--- src/rtl/dff_stream_deser_if.sv ---
// Stream bundle for dff_stream_deser: serial bit input and word valid/ready output.
// master = bit source / word consumer side, slave = the deserialiser.
interface dff_stream_deser_if #(
   parameter int WIDTH = 8
);
   logic             bit_in;
   logic             bit_vld;
   logic [WIDTH-1:0] word_out;
   logic             word_vld;
   logic             word_rdy;
   logic             sync_lock;
   logic             overflow;
   logic             parity_err;

   modport master (
      output bit_in, bit_vld, word_rdy,
      input  word_out, word_vld, sync_lock, overflow, parity_err
   );

   modport slave (
      input  bit_in, bit_vld, word_rdy,
      output word_out, word_vld, sync_lock, overflow, parity_err
   );
endinterface

--- src/rtl/dff_stream_deser.sv ---
// Sync-word hunter and MSB-first deserialiser behind the dff sampling stage.
// Optional even-parity bit after each word: define PARITY_CHECK_EN.
module dff_stream_deser #(
   parameter int              WIDTH       = 8,
   parameter int              SYNC_W      = 8,
   parameter logic [SYNC_W-1:0] SYNC_PAT  = 'hA5,
   parameter int              FRAME_WORDS = 4
) (
   input logic                clk,
   input logic                rst_n,
   dff_stream_deser_if.slave  s
);

   typedef enum logic {
      HUNT    = 1'b0,
      COLLECT = 1'b1
   } state_t;

`ifdef PARITY_CHECK_EN
   localparam int LAST = WIDTH;
`else
   localparam int LAST = WIDTH - 1;
`endif
   localparam int              CW     = $clog2(WIDTH + 1);
   localparam logic [CW-1:0]   LAST_C = CW'(LAST);
   localparam logic [7:0]      FEND   = 8'(FRAME_WORDS - 1);

   state_t            state_q, state_d;
   logic [SYNC_W-1:0] sync_sr_q, sync_sr_d;
   logic [WIDTH-1:0]  data_sr_q, data_sr_d;
   logic [CW-1:0]     bit_cnt_q, bit_cnt_d;
   logic [7:0]        word_cnt_q, word_cnt_d;
   logic [WIDTH-1:0]  word_out_q, word_out_d;
   logic              word_vld_q, word_vld_d;
   logic              sync_lock_q, sync_lock_d;
   logic              overflow_q, overflow_d;
   logic              parity_err_q, parity_err_d;

   logic [SYNC_W-1:0] sync_cand;
   logic [WIDTH-1:0]  word_w;
   logic              perr_w;
   logic              last_bit;
   logic              slot_free;

   // Candidate sync window, completed word and output-slot availability.
   always_comb begin
      sync_cand = {sync_sr_q[SYNC_W-2:0], s.bit_in};
      last_bit  = (bit_cnt_q == LAST_C);
      slot_free = !word_vld_q || s.word_rdy;
`ifdef PARITY_CHECK_EN
      // Data already sits in data_sr; the accepted bit is the parity bit.
      word_w    = data_sr_q;
      perr_w    = ^{data_sr_q, s.bit_in};
`else
      word_w    = {data_sr_q[WIDTH-2:0], s.bit_in};
      perr_w    = 1'b0;
`endif
   end

   // Next-state logic for the hunt/collect FSM, counters and output register.
   always_comb begin
      state_d      = state_q;
      sync_sr_d    = sync_sr_q;
      data_sr_d    = data_sr_q;
      bit_cnt_d    = bit_cnt_q;
      word_cnt_d   = word_cnt_q;
      word_out_d   = word_out_q;
      word_vld_d   = word_vld_q;
      sync_lock_d  = sync_lock_q;
      overflow_d   = overflow_q;
      parity_err_d = 1'b0;

      if (word_vld_q && s.word_rdy) begin
         word_vld_d = 1'b0;
      end

      if (s.bit_vld) begin
         unique case (state_q)
            HUNT: begin
               sync_sr_d = sync_cand;
               if (sync_cand == SYNC_PAT) begin
                  state_d     = COLLECT;
                  bit_cnt_d   = '0;
                  word_cnt_d  = '0;
                  sync_lock_d = 1'b1;
               end
            end
            COLLECT: begin
               if (last_bit) begin
                  // A full slot drops the word but frame timing carries on.
                  if (slot_free) begin
                     word_out_d = word_w;
                     word_vld_d = 1'b1;
                  end else begin
                     overflow_d = 1'b1;
                  end
                  parity_err_d = perr_w;
                  bit_cnt_d    = '0;
                  if (word_cnt_q == FEND) begin
                     state_d     = HUNT;
                     sync_lock_d = 1'b0;
                     sync_sr_d   = '0;
                     word_cnt_d  = '0;
                  end else begin
                     word_cnt_d = word_cnt_q + 8'd1;
                  end
               end else begin
                  data_sr_d = {data_sr_q[WIDTH-2:0], s.bit_in};
                  bit_cnt_d = bit_cnt_q + CW'(1);
               end
            end
         endcase
      end
   end

   // State and registered outputs; reset discards any partial word or frame.
   always_ff @(posedge clk or negedge rst_n) begin
      if (!rst_n) begin
         state_q      <= HUNT;
         sync_sr_q    <= '0;
         data_sr_q    <= '0;
         bit_cnt_q    <= '0;
         word_cnt_q   <= '0;
         word_out_q   <= '0;
         word_vld_q   <= 1'b0;
         sync_lock_q  <= 1'b0;
         overflow_q   <= 1'b0;
         parity_err_q <= 1'b0;
      end else begin
         state_q      <= state_d;
         sync_sr_q    <= sync_sr_d;
         data_sr_q    <= data_sr_d;
         bit_cnt_q    <= bit_cnt_d;
         word_cnt_q   <= word_cnt_d;
         word_out_q   <= word_out_d;
         word_vld_q   <= word_vld_d;
         sync_lock_q  <= sync_lock_d;
         overflow_q   <= overflow_d;
         parity_err_q <= parity_err_d;
      end
   end

   assign s.word_out   = word_out_q;
   assign s.word_vld   = word_vld_q;
   assign s.sync_lock  = sync_lock_q;
   assign s.overflow   = overflow_q;
   assign s.parity_err = parity_err_q;

endmodule

--- src/flat_wrapper.sv ---
// flat-port wrapper written by rule: the top's interface ports become plain ports
module dff_stream_deser_flat 
#(
   parameter int              WIDTH       = 8,
   parameter int              SYNC_W      = 8,
   parameter logic [SYNC_W-1:0] SYNC_PAT  = 'hA5,
   parameter int              FRAME_WORDS = 4
)
  (clk, rst_n, s_bit_in, s_bit_vld, s_word_rdy, s_word_out, s_word_vld, s_sync_lock, s_overflow, s_parity_err);
  dff_stream_deser_if #(.WIDTH(WIDTH)) s_i ();
  input logic clk;
  input logic rst_n;
  input wire logic [$bits(s_i.bit_in)-1:0] s_bit_in;
  input wire logic [$bits(s_i.bit_vld)-1:0] s_bit_vld;
  input wire logic [$bits(s_i.word_rdy)-1:0] s_word_rdy;
  output wire logic [$bits(s_i.word_out)-1:0] s_word_out;
  output wire logic [$bits(s_i.word_vld)-1:0] s_word_vld;
  output wire logic [$bits(s_i.sync_lock)-1:0] s_sync_lock;
  output wire logic [$bits(s_i.overflow)-1:0] s_overflow;
  output wire logic [$bits(s_i.parity_err)-1:0] s_parity_err;
  assign s_i.bit_in = s_bit_in;
  assign s_i.bit_vld = s_bit_vld;
  assign s_i.word_rdy = s_word_rdy;
  assign s_word_out = s_i.word_out;
  assign s_word_vld = s_i.word_vld;
  assign s_sync_lock = s_i.sync_lock;
  assign s_overflow = s_i.overflow;
  assign s_parity_err = s_i.parity_err;
  dff_stream_deser #(.WIDTH(WIDTH), .SYNC_W(SYNC_W), .SYNC_PAT(SYNC_PAT), .FRAME_WORDS(FRAME_WORDS)) u_core (.clk(clk), .rst_n(rst_n), .s(s_i));
endmodule
--- config.mk ---
export PLATFORM = sky130hd
export DESIGN_NAME = dff_stream_deser_flat
export DESIGN_NICKNAME = d
export VERILOG_FILES = /design/src/rtl/dff_stream_deser_if.sv /design/src/rtl/dff_stream_deser.sv /design/src/flat_wrapper.sv
export SDC_FILE = /design/constraint.sdc
export NUM_CORES = 1
export LEC_CHECK = 0
export ABC_AREA = 1
export BUFFER_PORTS_ARGS = -buffer_cell sky130_fd_sc_hd__buf_2
export CAP_MARGIN = 40
export CORE_AREA = 10 10 89 91
export CTS_CLUSTER_SIZE = 25
export DETAILED_ROUTE_END_ITERATION = 8
export DIE_AREA = 0 0 99 101
export GPL_ROUTABILITY_DRIVEN = 0
export GPL_TIMING_DRIVEN = 0
export PLACE_DENSITY_LB_ADDON = 0.3
export SYNTH_ARGS = -nofsm -noshare
export SYNTH_HDL_FRONTEND = slang
export SYNTH_SLANG_ARGS = --single-unit
export TNS_END_PERCENT = 30
--- constraint.sdc ---
create_clock -name clk -period 1.9 [get_ports clk]
set_input_delay 0.285 -clock clk [delete_from_list [all_inputs] [get_ports clk]]
set_output_delay 0.285 -clock clk [all_outputs]
set_load 0.02 [all_outputs]
# ---- After elaboration in Yosys (flattened, before gate mapping)
# Index checks and enable logic that the tools add are counted.
dict set report classes {
  addsub 2
  n_eq_ne 6
  mux 23
  n_bitwise 3
  n_reduce_logical 10
}
# op count
set op_table {}
lappend op_table {{8-bit two-way mux} 3}
lappend op_table {{8-bit one-hot mux with 2 select lines} 1}
lappend op_table {{7-bit two-way mux} 2}
lappend op_table {{7-bit one-hot mux with 2 select lines} 1}
lappend op_table {{4-bit AND reduction} 3}
lappend op_table {{1-bit two-way mux} 11}
lappend op_table {{3-bit AND reduction} 3}
lappend op_table {{8-bit by 1-bit adder with 8-bit output (second input constant)} 1}
lappend op_table {{8-bit by 2-bit equality test with 1-bit output (second input constant)} 1}
lappend op_table {{8-bit equality test (second input constant)} 1}
lappend op_table {{4-bit two-way mux} 2}
lappend op_table {{4-bit one-hot mux with 2 select lines} 1}
lappend op_table {{4-bit by 1-bit adder with 4-bit output (second input constant)} 1}
lappend op_table {{4-bit by 3-bit equality test with 1-bit output (second input constant)} 1}
lappend op_table {{2-bit != test (second input constant)} 2}
lappend op_table {{1-bit one-hot mux with 2 select lines} 2}
lappend op_table {{1-bit inverter} 3}
lappend op_table {{2-bit by 1-bit != test with 1-bit output (second input constant)} 1}
lappend op_table {{2-bit AND reduction} 1}
lappend op_table {{1-bit logical AND} 1}
lappend op_table {{1-bit zero test} 1}
lappend op_table {{1-bit logical OR} 1}
dict set report totals {
  regBits 38
  out_inout_bits 12
  elab_cells 53
}

# ---- Longest topological paths before layout
# Gate-level depths: netlist of run 1.
dict set report logic_depth {
  depth_word 6
  depth_mapped 10
}

# ---- Least setup slack after synthesis of run 1
# No wires, ideal clock.
dict set report synth_timing {
  kind {register -> register}
  from {register u_core.bit_cnt_q[0]}
  to {register u_core.data_sr_q[6]}
  setup_time_ps 126
  t_arrival_ps 1287
  setup_slack_ps 487
  path_stages_with_launch 11
  n_path_buf 1
  path_cell_list {dfrtp_1 ha_1 nand2_1 inv_1 nand2_2 nand2_1 inv_2 nand2_2 buf_4 nand2_1 o21ai_0}
}
dict set report synth_between {
  elab_chain_len 3
}
# item line
set synth_lines {}
lappend synth_lines {{from (decl)} dff_stream_deser.sv:31} ;# logic [CW-1:0] bit_cnt_q, bit_cnt_d;
lappend synth_lines {{from (signal assigned)} dff_stream_deser.sv:133} ;# bit_cnt_q <= bit_cnt_d;
lappend synth_lines {{4-bit by 3-bit equality test with 1-bit output} dff_stream_deser.sv:48} ;# last_bit = (bit_cnt_q == LAST_C);
lappend synth_lines {{1-bit inverter (no source line)} -}
lappend synth_lines {{3-bit AND reduction (no source line)} -}
lappend synth_lines {{to (signal assigned)} dff_stream_deser.sv:132} ;# data_sr_q <= data_sr_d;
lappend synth_lines {{to (decl)} dff_stream_deser.sv:30} ;# logic [WIDTH-1:0] data_sr_q, data_sr_d;
# Every way passes these cells.
# A chain may end at the register's enable or synchronous reset.

# ---- Worst setup path in the final report of run 1
dict set report layout_timing {
  from {register u_core.bit_cnt_q[0]}
  to {register u_core.data_sr_q[2]}
}
# Same word-level chain as after synthesis.

==> impl_metrics.json, run 1 <==
{
  "ant_nets": 0,
  "fin_util_pct": 34.8,
  "crit_fanout": 10,
  "drv_cap": 0,
  "power.density_nw_per_um2": 1390,
  "die_area_sq_um": 10000,
  "crit_slowest_cell": "dfrtp_1",
  "ir_worst_vdd_mv": 0.502,
  "antenna_cells": 0,
  "yosysSeqAreaShare_pct": 52.2,
  "final_cells": 335,
  "yosysWarnings": 0,
  "syn_to_final_growth_pct": 18.6,
  "mostFrequentLayoutCell": "nand2_1",
  "fin_tns_setup_ns": 0,
  "start_kind": "flip-flop",
  "synth_area_leader_cell": "dfrtp_1",
  "htree_levels": 2,
  "synth.area.top_cells": "dfrtp_1 (52%), nand2_1 (18%), nand3_1 (5.2%)",
  "crit_family": "flip-flops",
  "fin_crit_ns": 1.59,
  "syn_avg_cell_area_sq_um": 7.82,
  "cts_tree": "done",
  "io_pins": 17,
  "n_fill_cell": 636,
  "clk_pin_slew_ns": 0.09,
  "cts.sinks": 38,
  "ys_seq_elements": 38,
  "rsz0062_at_grt": "false",
  "hold_class": "in -> reg",
  "vias": 1470,
  "cts-root-buf": "clkbuf_8",
  "synth_top_area_share_pct": 52.2,
  "grt_pass1_vias": 1370,
  "grt-ovfl-total": 0,
  "core_area_sq_um": 6200,
  "syn_area_sq_um": 1820,
  "clk_path_buf_depth": 2,
  "floorplan.die.width_microns": 99,
  "numCtsBuffers": 5,
  "drc": 0,
  "placed_cells": 326,
  "seqCellArea_sq_um": 951,
  "insertion_delay_ns": 0.30,
  "rows": 29,
  "initial_utilization_pct": 29.4,
  "syn_inst": 233,
  "grt_max_degree": 32,
  "p_total_mw": 3.00,
  "multi_input_area_sq_um": 746,
  "slew_violations": 0,
  "cp-end-kind": "flip-flop",
  "p_leak_nw": 1.17,
  "path_cells": "ha_1 -> nand2_1 -> inv_1 -> nand2_2 -> nand2_1 -> inv_2 -> nand2_2 -> buf_4 -> o21ai_0",
  "dr.pass1.iters": 4,
  "fmax_mhz": 627,
  "period_share_pct": 83.9,
  "run_status": "completed",
  "die_h_microns": 101,
  "port_buffers": 15,
  "wl_microns": 3760,
  "grt_pass1_wl_microns": 6550,
  "nets": 265,
  "synth_nets": 241,
  "drt_iter0_drc": 92,
  "post_drt_via_cell_ratio": 4.39,
  "crit_buf_inv": 3,
  "drive_gt1_share_pct": 14.0,
  "avgRoutedWirePerCell_microns": 11.2,
  "grtUsageTotal_pct": 7.97,
  "fin_skew_ns": 0.00796,
  "worstSetupPathType": "reg -> reg",
  "hpwl_microns": 2760,
  "hold_viol_final": 0,
  "synthDistinctLibCells": 24,
  "cpPeakStageDelay_ns": 0.43,
  "cp.arrival_ns": 1.81,
  "final_cell_mix": "nand2_1 (89), dfrtp_1 (38), inv_1 (25), nand3_1 (19)",
  "cp.required_ns": 2.11,
  "antenna_found_initial": 0,
  "finalSetupViolCount": 0
}
## power by group
group / total [mW] / internal [mW] / leakage (nW) / switching, mW
clock network: 0.844 / 0.526 / 0.0683 / 0.317
logic: 0.853 / 0.312 / 0.601 / 0.540
registers: 1.30 / 1.09 / 0.500 / 0.213
total: 3.00 / 1.93 / 1.17 / 1.07
## metrics by stage
| stage | setup WS (ns) | hold WS, ns | instance area (sq um) |
|---|---|---|---|
| 2_1_floorplan | 0.487 | -0.0106 | 1820 |
| 5_1_grt | 0.152 | 0.271 | 2160 |
| 3_5_place_dp | 0.306 | 0.153 | 2010 |
| 3_3_place_gp | 0.351 | 0.443 | 1990 |
| 4_1_cts | 0.280 | 0.260 | 2160 |
| 6_report | 0.306 | 0.264 | 2160 |
## state kept, by name (all words and copies together) (netlist names)
signal and cells:
u_core.bit_cnt_q 4, u_core.data_sr_q 7, u_core.s.overflow 1, u_core.s.sync_lock 1
u_core.s.word_out 8, u_core.s.word_vld 1, u_core.state_q 1, u_core.sync_sr_q 7
u_core.word_cnt_q 8
## worst paths after layout
path                                                 start                               end  slack (ns)  cells past startpoint
hold / removal                                    s_bit_in  u_core.s.word_out[0]$_DFFE_PN0P_        0.26                      3
hold reg to reg              u_core.s.overflow$_DFFE_PN0P_     u_core.s.overflow$_DFFE_PN0P_        0.46                      1
min in group asynchronous                            rst_n  u_core.s.word_out[2]$_DFFE_PN0P_        0.37                      2
setup / recovery           u_core.bit_cnt_q[0]$_DFFE_PN0P_   u_core.data_sr_q[2]$_DFFE_PN0P_        0.31                      9
setup reg to reg           u_core.bit_cnt_q[0]$_DFFE_PN0P_   u_core.data_sr_q[2]$_DFFE_PN0P_        0.31                      9
max in group asynchronous                            rst_n   u_core.bit_cnt_q[3]$_DFFE_PN0P_        1.10                      3
## worst register-to-register path, delay by kind of cell (launching register included)
family	cells	cell delay, ns
and+or+nand+nor	4	0.35
AOI/OAI and AO/OA	1	0.17
buffers and inverters	3	0.31
DFF	1	0.43
adders and majority gates	1	0.23
## Yosys cell counts, drive strengths merged
master,n
nand2,94
dfrtp,38
inv,26
nand3,19
nor2,17
o21ai,17
buf,3
ha,3
nor3,3
clkbuf,2
nand4,2
xor2,2
a21o,1
a21oi,1
conb,1
mux2i,1
nor3b,1
o21bai,1
or2,1
## final cells by class
| class | count | area share, % |
|---|---|---|
| multi-input cells | 164 | 34.5 |
| well taps | 77 | 4.46 |
| repair buffers | 17 | 4.86 |
| clock inverters | 3 | 3.18 |
| inverters | 26 | 4.52 |
| clock buffers | 5 | 3.18 |
| flip-flops and latches | 38 | 44.0 |
| plain buffers | 5 | 1.27 |
## layer usage
layer / part of all wire (%) / GRT usage [%] / vias to the layer above
li1: - / - / 771
met1: 48 / 9.70 / 672
met2: 47 / 12.4 / 22
met3: 2.8 / 2.33 / 5
met4: 2.0 / 4.30 / 0
met5: 0 / 0 / -
## logic make-up (layout without fill, tap and decap cells)
logic type	count (synthesis)	in the layout	share of synthesized area [%]
compound gates	20	20	5.98
other cells	1	1	0.206
buf+inv	31	56	6.87
simple gates	137	137	31.2
fa+ha+maj	3	3	2.06
xor+xnor	2	2	0.962
mux	1	1	0.549
flops	38	38	52.2
## timing repair
| item | in CTS | in global routing |
|---|---|---|
| buffers inserted | 0 | 0 |
| hold endpoints to repair | 7 | 0 |
| gates resized for setup | 0 | 0 |
| hold buffers | 1 | 0 |
No activity file was read; power rests on OpenSTA's default activity.
==> run 2, diff against run 1 <==
==> constraint.sdc (replaced) <==
create_clock -name clk -period 1.5 [get_ports clk]
set_input_delay 0.225 -clock clk [delete_from_list [all_inputs] [get_ports clk]]
set_output_delay 0.225 -clock clk [all_outputs]
set_load 0.02 [all_outputs]
==> run 2 against run 1 <==
Effect of this change:
- sequential power increased by 25%
- global-route usage decreased by 0.099 points
- clock power increased by 26%
- fmax increased by 14%
- critical path depth decreased by 2
- die area unchanged
- design area increased by 3.0%
- via count decreased by 0.68%
- clock-buffer cell count unchanged
==> impl_metrics.json, run 2 (synthesis results as in run 1) <==
{
  "run_status": "completed",
  "fin_util_pct": 35.9,
  "drive_gt1_share_pct": 17.9,
  "cpPeakStageDelay_ns": 0.40,
  "period_share_pct": 93.3,
  "drc": 0,
  "drv_cap": 0,
  "vias": 1460,
  "mostFrequentLayoutCell": "nand2_1",
  "nets": 270,
  "port_buffers": 15,
  "fin_skew_ns": 0.00381,
  "die_h_microns": 101,
  "cts-root-buf": "clkbuf_8",
  "crit_path_frequent_cell": "nand2_1",
  "r2r_slack_ns": 0.10,
  "grt_max_degree": 32,
  "ant_nets": 0,
  "power.density_nw_per_um2": 1750,
  "numCtsBuffers": 5,
  "grtUsageTotal_pct": 7.87,
  "finalSetupViolCount": 0,
  "final_cell_mix": "nand2_1 (86), dfrtp_1 (38), inv_1 (25), nand3_1 (19)",
  "dr.pass1.iters": 4,
  "crit_buf_inv": 1,
  "cts_tree": "done",
  "fmax_mhz": 715,
  "placed_cells": 326,
  "finalInstanceArea_sq_um": 2220,
  "grt_pass1_vias": 1377,
  "hold_class": "in -> reg",
  "fin_crit_ns": 1.40,
  "antenna_cells": 0,
  "cts.sinks": 38,
  "cp.required_ns": 1.73,
  "syn_to_final_growth_pct": 22.1,
  "avgRoutedWirePerCell_microns": 11.0,
  "htree_levels": 2,
  "rows": 29,
  "drt_iter0_drc": 79,
  "start_kind": "flip-flop",
  "worstSetupPathType": "reg -> reg",
  "clk_path_buf_depth": 2,
  "wl_microns": 3760,
  "dpl_cell_area_sq_um": 2010,
  "p_total_mw": 3.90,
  "initial_utilization_pct": 29.4,
  "crit_slowest_cell": "dfrtp_1",
  "crit_family": "simple AND/OR/NAND/NOR gates",
  "cp.arrival_ns": 1.63,
  "core_area_sq_um": 6200,
  "cp-end-kind": "flip-flop",
  "hpwl_microns": 2760,
  "n_fill_cell": 632,
  "grt_pass1_wl_microns": 6510,
  "io_pins": 17,
  "rsz0062_at_grt": "true",
  "antenna_found_initial": 0,
  "p_leak_nw": 1.20,
  "multi_input_area_sq_um": 768,
  "die_area_sq_um": 10000,
  "insertion_delay_ns": 0.29,
  "seqCellArea_sq_um": 951,
  "floorplan.die.width_microns": 99,
  "path_cells": "inv_1 -> nand2_1 -> nor2_1 -> nand3_1 -> a21oi_2 -> nand2_1 -> nand2_1",
  "crit_fanout": 6,
  "final_cells": 340,
  "hold_viol_final": 0,
  "ir_worst_vdd_mv": 0.645,
  "grt-ovfl-total": 0,
  "post_drt_via_cell_ratio": 4.29,
  "clk_pin_slew_ns": 0.08,
  "slew_violations": 0
}
run 2: stage by stage:
stage | TNS (ns) | setup slack [ns] | hold WS, ns
after floorplan | 0 | 0.0866 | -0.0706
after global placement | -0.282 | -0.0493 | 0.403
after detailed placement | -0.808 | -0.0936 | 0.0928
after CTS | 0 | 0.00116 | 0.200
after global routing | -0.131 | -0.0307 | 0.207
final | 0 | 0.101 | 0.206
run 2: layout make-up:
type,instances,share of cell area [%]
plain buffers,3,0.731
clock buffers,5,3.09
clock inverters,3,3.09
inverters,26,4.39
multi-input cells,164,34.5
flip-flops and latches,38,42.7
well taps,77,4.33
repair buffers,24,7.09
run 2: worst paths after layout:
path / endpoint / cells past startpoint / startpoint
worst max-delay path: u_core.s.sync_lock$_DFFE_PN0P_ / 7 / u_core.sync_sr_q[3]$_DFFE_PN0P_
worst min register to register: u_core.s.overflow$_DFFE_PN0P_ / 1 / u_core.s.overflow$_DFFE_PN0P_
worst min-delay path: u_core.sync_sr_q[0]$_DFFE_PN0P_ / 3 / s_bit_in
min in group asynchronous: u_core.s.word_out[2]$_DFFE_PN0P_ / 2 / rst_n
worst max register to register: u_core.s.sync_lock$_DFFE_PN0P_ / 7 / u_core.sync_sr_q[3]$_DFFE_PN0P_
max in group asynchronous: u_core.bit_cnt_q[3]$_DFFE_PN0P_ / 3 / rst_n
run 2: metal layers:
| metal | global-route usage, % | vias to the layer above | share of wire (%) |
|---|---|---|---|
| met5 | 0 | - | 0 |
| met4 | 4.30 | 0 | 2.1 |
| met3 | 2.33 | 5 | 2.3 |
| met2 | 12.2 | 13 | 48 |
| met1 | 9.54 | 663 | 48 |
| li1 | - | 779 | - |
run 2: repair_timing:
action                     4_1_cts  5_1_grt
setup endpoints to repair       24       30
setup buffers                    3        4
hold endpoints to repair         7        0
pin swaps                        1        1
hold buffers                     1        0
gates resized for setup          3        7
run 2: worst min-delay path: stages:
cell and delay [ns]:
buf_2 0.10, nand3_1 0.07, nand2_1 0.07
run 2: power breakdown:
part | switching [mW] | total [mW] | internal, mW
Combinational | 0.742 | 1.22 | 0.476
Clock | 0.393 | 1.06 | 0.667
Sequential | 0.244 | 1.62 | 1.38
